[config.mk]
export PLATFORM = sky130hd
export DESIGN_NAME = pe_relay_fifo
export DESIGN_NICKNAME = d
export VERILOG_FILES = /design/src/rtl/pe_relay_pkg.sv /design/src/rtl/pe_relay_chan_fifo.sv /design/src/rtl/pe_relay_fifo.sv
export SDC_FILE = /design/constraint.sdc
export NUM_CORES = 1
export LEC_CHECK = 0
export ABC_AREA = 1
export BUFFER_PORTS_ARGS = -buffer_cell sky130_fd_sc_hd__buf_2
export CAP_MARGIN = 20
export CORE_MARGIN = 4
export CORE_UTILIZATION = 50
export CTS_CLUSTER_SIZE = 12
export DETAILED_ROUTE_END_ITERATION = 10
export GPL_TIMING_DRIVEN = 0
export PLACE_DENSITY = 0.77
export SYNTH_ARGS = -nofsm -noshare
export SYNTH_HDL_FRONTEND = slang
export SYNTH_HIERARCHICAL = 1
export SYNTH_SLANG_ARGS = --single-unit
[constraint.sdc]
create_clock -name clk -period 14.38 [get_ports clk]
set_input_delay 0.719 -clock clk [delete_from_list [all_inputs] [get_ports clk]]
set_output_delay 0.719 -clock clk [all_outputs]
set_load 0.05 [all_outputs]
[src/rtl/pe_relay_pkg.sv]
// pe_relay_pkg
//   Shared types and helpers for the relay PE.
//   - relay_state_e : FSM shared by all channels of one PE site.
//   - ptr_w / cnt_w : derive FIFO pointer and occupancy counter widths
//                     from the FIFO depth.
//   - slice_lo      : low bit index of element idx in a packed bus of
//                     equal-width elements.
package pe_relay_pkg;

  typedef enum logic [1:0] {
    IDLE  = 2'd0,
    RUN   = 2'd1,
    DRAIN = 2'd2
  } relay_state_e;

  localparam int DEF_FIFO_DEPTH = 4;

  // Pointer width: depth is a power of two, so pointers wrap by overflow.
  function automatic int ptr_w(input int depth);
    return $clog2(depth);
  endfunction

  // Counter width: must represent 0..depth inclusive.
  function automatic int cnt_w(input int depth);
    return $clog2(depth + 1);
  endfunction

  function automatic int slice_lo(input int idx, input int width);
    return idx * width;
  endfunction

endpackage

[src/rtl/pe_relay_chan_fifo.sv]
// pe_relay_chan_fifo
//   One relayed link: a FIFO_DEPTH-entry circular buffer with valid/ready
//   on both sides.
// Ports:
//   clk, reset      clock, synchronous active-high reset (pointers/count only)
//   push            upstream valid; accepted when ready is high
//   pop             downstream ready; takes effect when valid is high
//   run_en, drain   FSM qualifiers from the top (state RUN / state DRAIN)
//   wr_data         incoming word
//   count           current number of stored words
//   ready           space available and not draining
//   valid           word available and forwarding enabled
//   data            head-of-queue word, straight from storage
module pe_relay_chan_fifo
  import pe_relay_pkg::*;
#(
  parameter int CH_WIDTH   = 130,
  parameter int FIFO_DEPTH = DEF_FIFO_DEPTH
) (
  input  logic                             clk,
  input  logic                             reset,
  input  logic                             push,
  input  logic                             pop,
  input  logic                             run_en,
  input  logic                             drain,
  input  logic [CH_WIDTH-1:0]              wr_data,
  output logic [cnt_w(FIFO_DEPTH)-1:0]     count,
  output logic                             ready,
  output logic                             valid,
  output logic [CH_WIDTH-1:0]              data
);

  localparam int PTR_W = ptr_w(FIFO_DEPTH);
  localparam int CNT_W = cnt_w(FIFO_DEPTH);

  logic [CH_WIDTH-1:0] mem [FIFO_DEPTH];
  logic [PTR_W-1:0]    wr_ptr;
  logic [PTR_W-1:0]    rd_ptr;
  logic                push_fire;
  logic                pop_fire;

  // Handshake qualifiers depend only on registered count and FSM state,
  // so neither ready nor valid has a combinational path from the other side.
  assign ready     = (count != CNT_W'(FIFO_DEPTH)) && !drain;
  assign valid     = (count != '0) && (run_en || drain);
  assign push_fire = push && ready;
  assign pop_fire  = pop && valid;
  assign data      = mem[rd_ptr];

  // Control registers: pointers and occupancy.
  always_ff @(posedge clk) begin
    if (reset) begin
      wr_ptr <= '0;
      rd_ptr <= '0;
      count  <= '0;
    end else begin
      if (push_fire) wr_ptr <= wr_ptr + PTR_W'(1);
      if (pop_fire)  rd_ptr <= rd_ptr + PTR_W'(1);
      case ({push_fire, pop_fire})
        2'b10:   count <= count + CNT_W'(1);
        2'b01:   count <= count - CNT_W'(1);
        default: count <= count;
      endcase
    end
  end

  // Data storage: not reset, contents are only observed while count != 0.
  always_ff @(posedge clk) begin
    if (push_fire) mem[wr_ptr] <= wr_data;
  end

endmodule

[src/rtl/pe_relay_fifo.sv]
// pe_relay_fifo
//   PE that relays NUM_CH independent valid/ready links through
//   small FIFOs so neighbouring PEs stay live and lossless.
// Ports:
//   clk, reset      clock, synchronous active-high reset
//   ap_start        level: 1 forwards data, 0 holds outputs (intake continues)
//   flush           single-cycle request to drain every channel
//   in_data/in_valid/in_ready      upstream links, channel k at slice k
//   out_data/out_valid/out_ready   downstream links, same layout
//   occupancy       per-channel word count, CNT_BITS per channel
//   flush_done      one-cycle pulse when the drain completes
module pe_relay_fifo
  import pe_relay_pkg::*;
#(
  parameter int NUM_CH     = 2,
  parameter int CH_WIDTH   = 130,
  parameter int FIFO_DEPTH = DEF_FIFO_DEPTH,
  // Derived; leave at its default.
  parameter int CNT_BITS   = cnt_w(FIFO_DEPTH)
) (
  input  logic                         clk,
  input  logic                         reset,
  input  logic                         ap_start,
  input  logic                         flush,
  input  logic [NUM_CH*CH_WIDTH-1:0]   in_data,
  input  logic [NUM_CH-1:0]            in_valid,
  output logic [NUM_CH-1:0]            in_ready,
  output logic [NUM_CH*CH_WIDTH-1:0]   out_data,
  output logic [NUM_CH-1:0]            out_valid,
  input  logic [NUM_CH-1:0]            out_ready,
  output logic [NUM_CH*CNT_BITS-1:0]   occupancy,
  output logic                         flush_done
);

  relay_state_e      state;
  relay_state_e      state_nxt;
  logic [NUM_CH-1:0] chan_empty;
  logic              all_empty;
  logic              run_en;
  logic              drain;

  assign all_empty = &chan_empty;

  // FSM state register
  always_ff @(posedge clk) begin
    if (reset) state <= IDLE;
    else       state <= state_nxt;
  end

  // FSM next state: flush outranks ap_start; DRAIN ignores both.
  always_comb begin
    state_nxt = state;
    case (state)
      IDLE: begin
        if (flush)         state_nxt = DRAIN;
        else if (ap_start) state_nxt = RUN;
      end
      RUN: begin
        if (flush)          state_nxt = DRAIN;
        else if (!ap_start) state_nxt = IDLE;
      end
      DRAIN: begin
        if (all_empty) state_nxt = IDLE;
      end
      default: state_nxt = IDLE;
    endcase
  end

  // FSM outputs: flush_done marks the DRAIN->IDLE transition cycle, which
  // lasts exactly one cycle because DRAIN always leaves once empty.
  always_comb begin
    run_en     = (state == RUN);
    drain      = (state == DRAIN);
    flush_done = (state == DRAIN) && all_empty;
  end

  for (genvar k = 0; k < NUM_CH; k++) begin : g_ch
    localparam int DLO = slice_lo(k, CH_WIDTH);
    localparam int CLO = slice_lo(k, CNT_BITS);

    logic [CNT_BITS-1:0] cnt;

    pe_relay_chan_fifo #(
      .CH_WIDTH   (CH_WIDTH),
      .FIFO_DEPTH (FIFO_DEPTH)
    ) u_fifo (
      .clk     (clk),
      .reset   (reset),
      .push    (in_valid[k]),
      .pop     (out_ready[k]),
      .run_en  (run_en),
      .drain   (drain),
      .wr_data (in_data[DLO +: CH_WIDTH]),
      .count   (cnt),
      .ready   (in_ready[k]),
      .valid   (out_valid[k]),
      .data    (out_data[DLO +: CH_WIDTH])
    );

    assign occupancy[CLO +: CNT_BITS] = cnt;
    assign chan_empty[k]              = (cnt == '0);
  end

endmodule

; Yosys cells after proc, flatten, opt, wreduce, memory -nomap -nowiden
; Memories as Yosys holds them, arrays and structs flattened. A register that Yosys moved wholly into a read port is not among the register bits.
; Index checks and enable logic that the tools add are counted.
[classes]
n_addsub = 8
n_eq_ne = 11
n_mux = 16
n_reduce_logical = 20
[op_table]
columns = op, n
row1 = 2-bit two-way mux, 9
row2 = 3-bit inequality test (second input constant), 4
row3 = 3-bit one-hot mux with 2 select lines, 2
row4 = 1-bit logical AND, 9
row5 = 2-bit by 1-bit adder with 2-bit output (second input constant), 4
row6 = 3-bit by 1-bit adder with 3-bit output (second input constant), 2
row7 = 2-bit by 1-bit equality test with 1-bit output (second input constant), 3
row8 = 2-bit equality test (second input constant), 3
row9 = 3-bit logical NOT, 2
row10 = 2-bit one-hot mux with 3 select lines, 1
row11 = 3-bit nonzero test, 2
row12 = 3-bit by 1-bit subtractor with 3-bit output (second input constant), 2
row13 = 1-bit two-way mux, 4
row14 = 2-bit nonzero test, 2
row15 = 3-bit AND reduction, 1
row16 = 2-bit logical NOT, 1
row17 = 2-bit inequality test (second input constant), 1
row18 = 2-bit AND reduction, 1
row19 = 1-bit logical NOT, 1
row20 = 1-bit logical OR, 1
[word_totals]
regBits = 16
ramBits = 1040
elab_cells = 64
mem_count = 2
[memory_table]
columns = name, depth, word_bits, read_ports, rd_ports_with_merged_regs, write_ports, line
row1 = g_ch[0].u_fifo.mem, 4, 130, 1, 1, 1, pe_relay_chan_fifo.sv:36  ; logic [CH_WIDTH-1:0] mem [FIFO_DEPTH];
row2 = g_ch[1].u_fifo.mem, 4, 130, 1, 1, 1, pe_relay_chan_fifo.sv:36

; Longest topological paths before layout
[depth]
depth_word = 6
depth_mapped = 15
depth_no_buf = 15

; Cells and area by module
; The synthesis kept the hierarchy.
[modules_own_cells]
columns = module, instances, cells_per_inst, area_per_inst_um2, seq_area_each_um2
row1 = pe_relay_chan_fifo, 2, 1336, 19805.2, 15795.1
row2 = pe_relay_fifo, 1, 18, 122.6, 40.0

; Worst setup path before layout
; Ideal clock, no wire load.
[synth_path]
path_type = register to register
from = register g_ch[0].u_fifo.count[0]
to = memory g_ch[0].u_fifo.mem[0][0] (enable)
setup_time_ns = 0.621
t_arrival_ns = 6.543
required_ns = 13.759
slack_ns = 7.216
path_stages_with_launch = 5
n_path_buf = 0
path_cell_list = dfxtp_1 -> nor2_1 -> nand2_1 -> nand3_1 -> nor2_1
[synth_between]
elab_chain_len = 5
[synth_rtl]
columns = item, line
row1 = start: declaration, pe_relay_chan_fifo.sv:27  ; output logic [cnt_w(FIFO_DEPTH)-1:0] count,
row2 = start signal: assignment, pe_relay_chan_fifo.sv:60  ; 2'b10: count <= count + CNT_W'(1);
row3 = start signal: assignment, pe_relay_chan_fifo.sv:61  ; 2'b01: count <= count - CNT_W'(1);
row4 = start signal: assignment, pe_relay_chan_fifo.sv:62  ; default: count <= count;
row5 = 3-bit inequality test, pe_relay_chan_fifo.sv:44  ; assign ready = (count != CNT_W'(FIFO_DEPTH)) && !drain;
row6 = 1-bit logical AND, pe_relay_chan_fifo.sv:44
row7 = 1-bit logical AND, pe_relay_chan_fifo.sv:46  ; assign push_fire = push && ready;
row8 = 1-bit two-way mux, pe_relay_chan_fifo.sv:69  ; if (push_fire) mem[wr_ptr] <= wr_data;
row9 = 1-bit two-way mux (not written as such), pe_relay_chan_fifo.sv:69
row10 = end: declaration, pe_relay_chan_fifo.sv:36
; No other way between the ends.

==> out/results.ini <==
[worst_setup_path]
critical_path.max_fanout = 10
critPathSlowestCell = clkbuf_1
setup.worst_path.end = out_data[156]
crit_type = flop to output port
rrSetupSlack_ns = 11.19
cp.arrival_ns = 2.80
cp_data_required_time_ns = 13.66
end_kind = output port
max_stage_delay_ns = 0.42
r2r_cells = 9
crit_chain = inv_2 > buf_2 > clkbuf_1 > o21ai_0 > o22ai_1 > buf_2
reg2reg_from = state[1]
cpMostUsedCell = buf_2
r2r-end = g_ch[0].u_fifo/mem[1][104]
setup.worst_path.start_class = flop

[grt]
grt_pass1_wl_um = 151000
grt_start_max_net_pins = 31
grt_util_all_layers = 0.234
grt_pass1_vias = 25100
overflow = 0
antenna_found_initial = 35

[placed_design]
dpl_worst_slack_ns = 10.97
dpl.hpwl_um = 67900
gp_congestion = 0.842
port_buffers = 538

[timing]
fmax_mhz = 284
rsz0062_at_grt = no
setup_slack_ns = 10.86
setup_viol = 0
period_needed_ns = 3.52
max_slew_margin = 0.446
worst_slew_pin_slew_ns = 0.830
min_period_over_period = 0.245
finClkSkew_ns = 0.0268
hold_violations = 0
slew_violations = 0
tns_ns = 0

[routing]
drc = 0
num_vias = 25600
wl_um = 103000
vias_per_cell = 5.66
wl_per_cell_um = 22.8
firstDrtPassIters = 5
antenna_left = 0
dr.first_iter.drc_count = 2291

[yosys]
netlist_area_mm2 = 0.0397
syn_inst = 2690
ys_warn_count = 6
ys_types = 26
syn_avg_cell_area_um2 = 14.8
ys_seq_elements = 1060
syn_nets = 2970
yosysSeqAreaShare = 0.796

[clocking]
path_clk_slew_ns = 0.06
htree_levels = 3
cts_buffers = 107
ctsResizeCount = 0
cts_hold_buf = 0
post_cts_buffers = 0
cts_tree = done
cts.sinks = 1060
clock_path_buffers = 3
clk_latency_ns = 0.66
clockRootBuffer = clkbuf_16

[floorplanning]
initial_core_util = 0.504
core_area_mm2 = 0.0789
die_y_um = 290
rows = 103
ioPinCount = 539
die_w_um = 290
die_area_mm2 = 0.0840

[layout]
fillers = 5816
drive_gt1_frac = 0.236
layout_commonest_cell = edfxtp_1
layout_common_cells = edfxtp_1, buf_2, nor2_1
syn2layout_area_growth_pct = 20.4
nets = 3656

[power_and_ir_drop]
power.density_mw_per_mm2 = 150
p_leak_nw = 17.0
irDropWorstVdd_uv = 118
total_power_mw = 7.19

[min_path]
min_path_type = input port to flop

[run_status]
status = finished, final reports clean

[flow_run]
cap_violations = 0

## synth_stat cells (all sizes together)
library cell | number | share of area
edfxtp | 1040 | 0.79
nor2 | 545 | 0.052
o21ai | 524 | 0.066
o22ai | 260 | 0.041
clkbuf | 90 | 0.0088
buf | 80 | 0.019
inv | 55 | 0.0058
nand2 | 34 | 0.0032
dfxtp | 20 | 0.010
a21oi | 12 | 0.0016
ha | 10 | 0.0031
nand3 | 10 | 0.0013
nand4 | 7 | 0.0011
fa | 2 | 0.0010
nor3 | 1 | 0.00013
## cell type report
type | count | area [um^2] | area share
tap | 1050 | 1310 | 0.0275
buffer | 170 | 1110 | 0.0232
antenna | 31 | 77.6 | 0.00162
sequential | 1060 | 31600 | 0.661
clock buffer | 136 | 2850 | 0.0596
multi-input combinational | 1405 | 6820 | 0.143
inverter | 55 | 231 | 0.00484
timing repair buffer | 577 | 3530 | 0.0737
clock inverter | 36 | 260 | 0.00544
## worst max-delay path, delay by kind of cell, from the launching register on
family	cells	cell delay, ns
buf+inv	4	1.29
flops	1	0.40
compound gates	2	0.45
## metrics by stage
stage	area, um^2	utilization	hold slack, ns	std cells
finish	47800	0.606	0.273	4520
global route	47800	0.606	0.230	4507
CTS	47700	0.605	0.219	4489
detailed placement	44600	0.566	0.468	4317
global placement	43700	0.555	0.454	4278
floorplan	39700	-	0.443	2690
## power breakdown
group          internal [mW]  leakage [nW]  switching, mW  total [mW]
registers               3.58          9.67         0.0376        3.61
logic                  0.248          5.78          0.837        1.08
clock network           1.39          1.51           1.10        2.49
total                   5.21          17.0           1.97        7.19
## routing by layer
layer | vias to the layer above | global-route usage | part of all wire
met2 | 1163 | 0.401 | 0.51
li1 | 11500 | - | -
met4 | 14 | 0.0980 | 0.040
met3 | 221 | 0.0433 | 0.076
met1 | 12600 | 0.295 | 0.37
met5 | - | 0 | 0.00075
## worst min-delay path by stage
stage / from / end / slack (ns) / cells past startpoint
global placement: g_ch[1].u_fifo/rd_ptr[0] / g_ch[1].u_fifo/rd_ptr[0] / 0.45 / 2
detailed placement: g_ch[0].u_fifo/rd_ptr[0] / g_ch[0].u_fifo/rd_ptr[0] / 0.47 / 2
floorplan: g_ch[0].u_fifo/rd_ptr[0] / flop / 0.44 / 2
finish: in_data[80] / g_ch[0].u_fifo/mem[3][80] / 0.27 / 1
CTS: in_data[77] / g_ch[0].u_fifo/mem[2][77] / 0.22 / 1
global route: in_data[252] / g_ch[1].u_fifo/mem[0][122] / 0.23 / 1
## cell families after synthesis
logic type	after synthesis	share of synthesized area
AND/OR/NAND/NOR	597	0.0574
adder cells (fa/ha/maj)	12	0.00416
buffers and inverters	225	0.0338
flip-flops	1060	0.796
AO/OA/AOI/OAI	796	0.109
## sequential cells by signal (all words and copies together), names as in the netlist, named ones only
name,cells
g_ch.u_fifo/mem,1040
g_ch.u_fifo/count,6
g_ch.u_fifo/rd_ptr,4
g_ch.u_fifo/wr_ptr,4
state,2
Note: power is estimated with default switching activity, not from simulation.
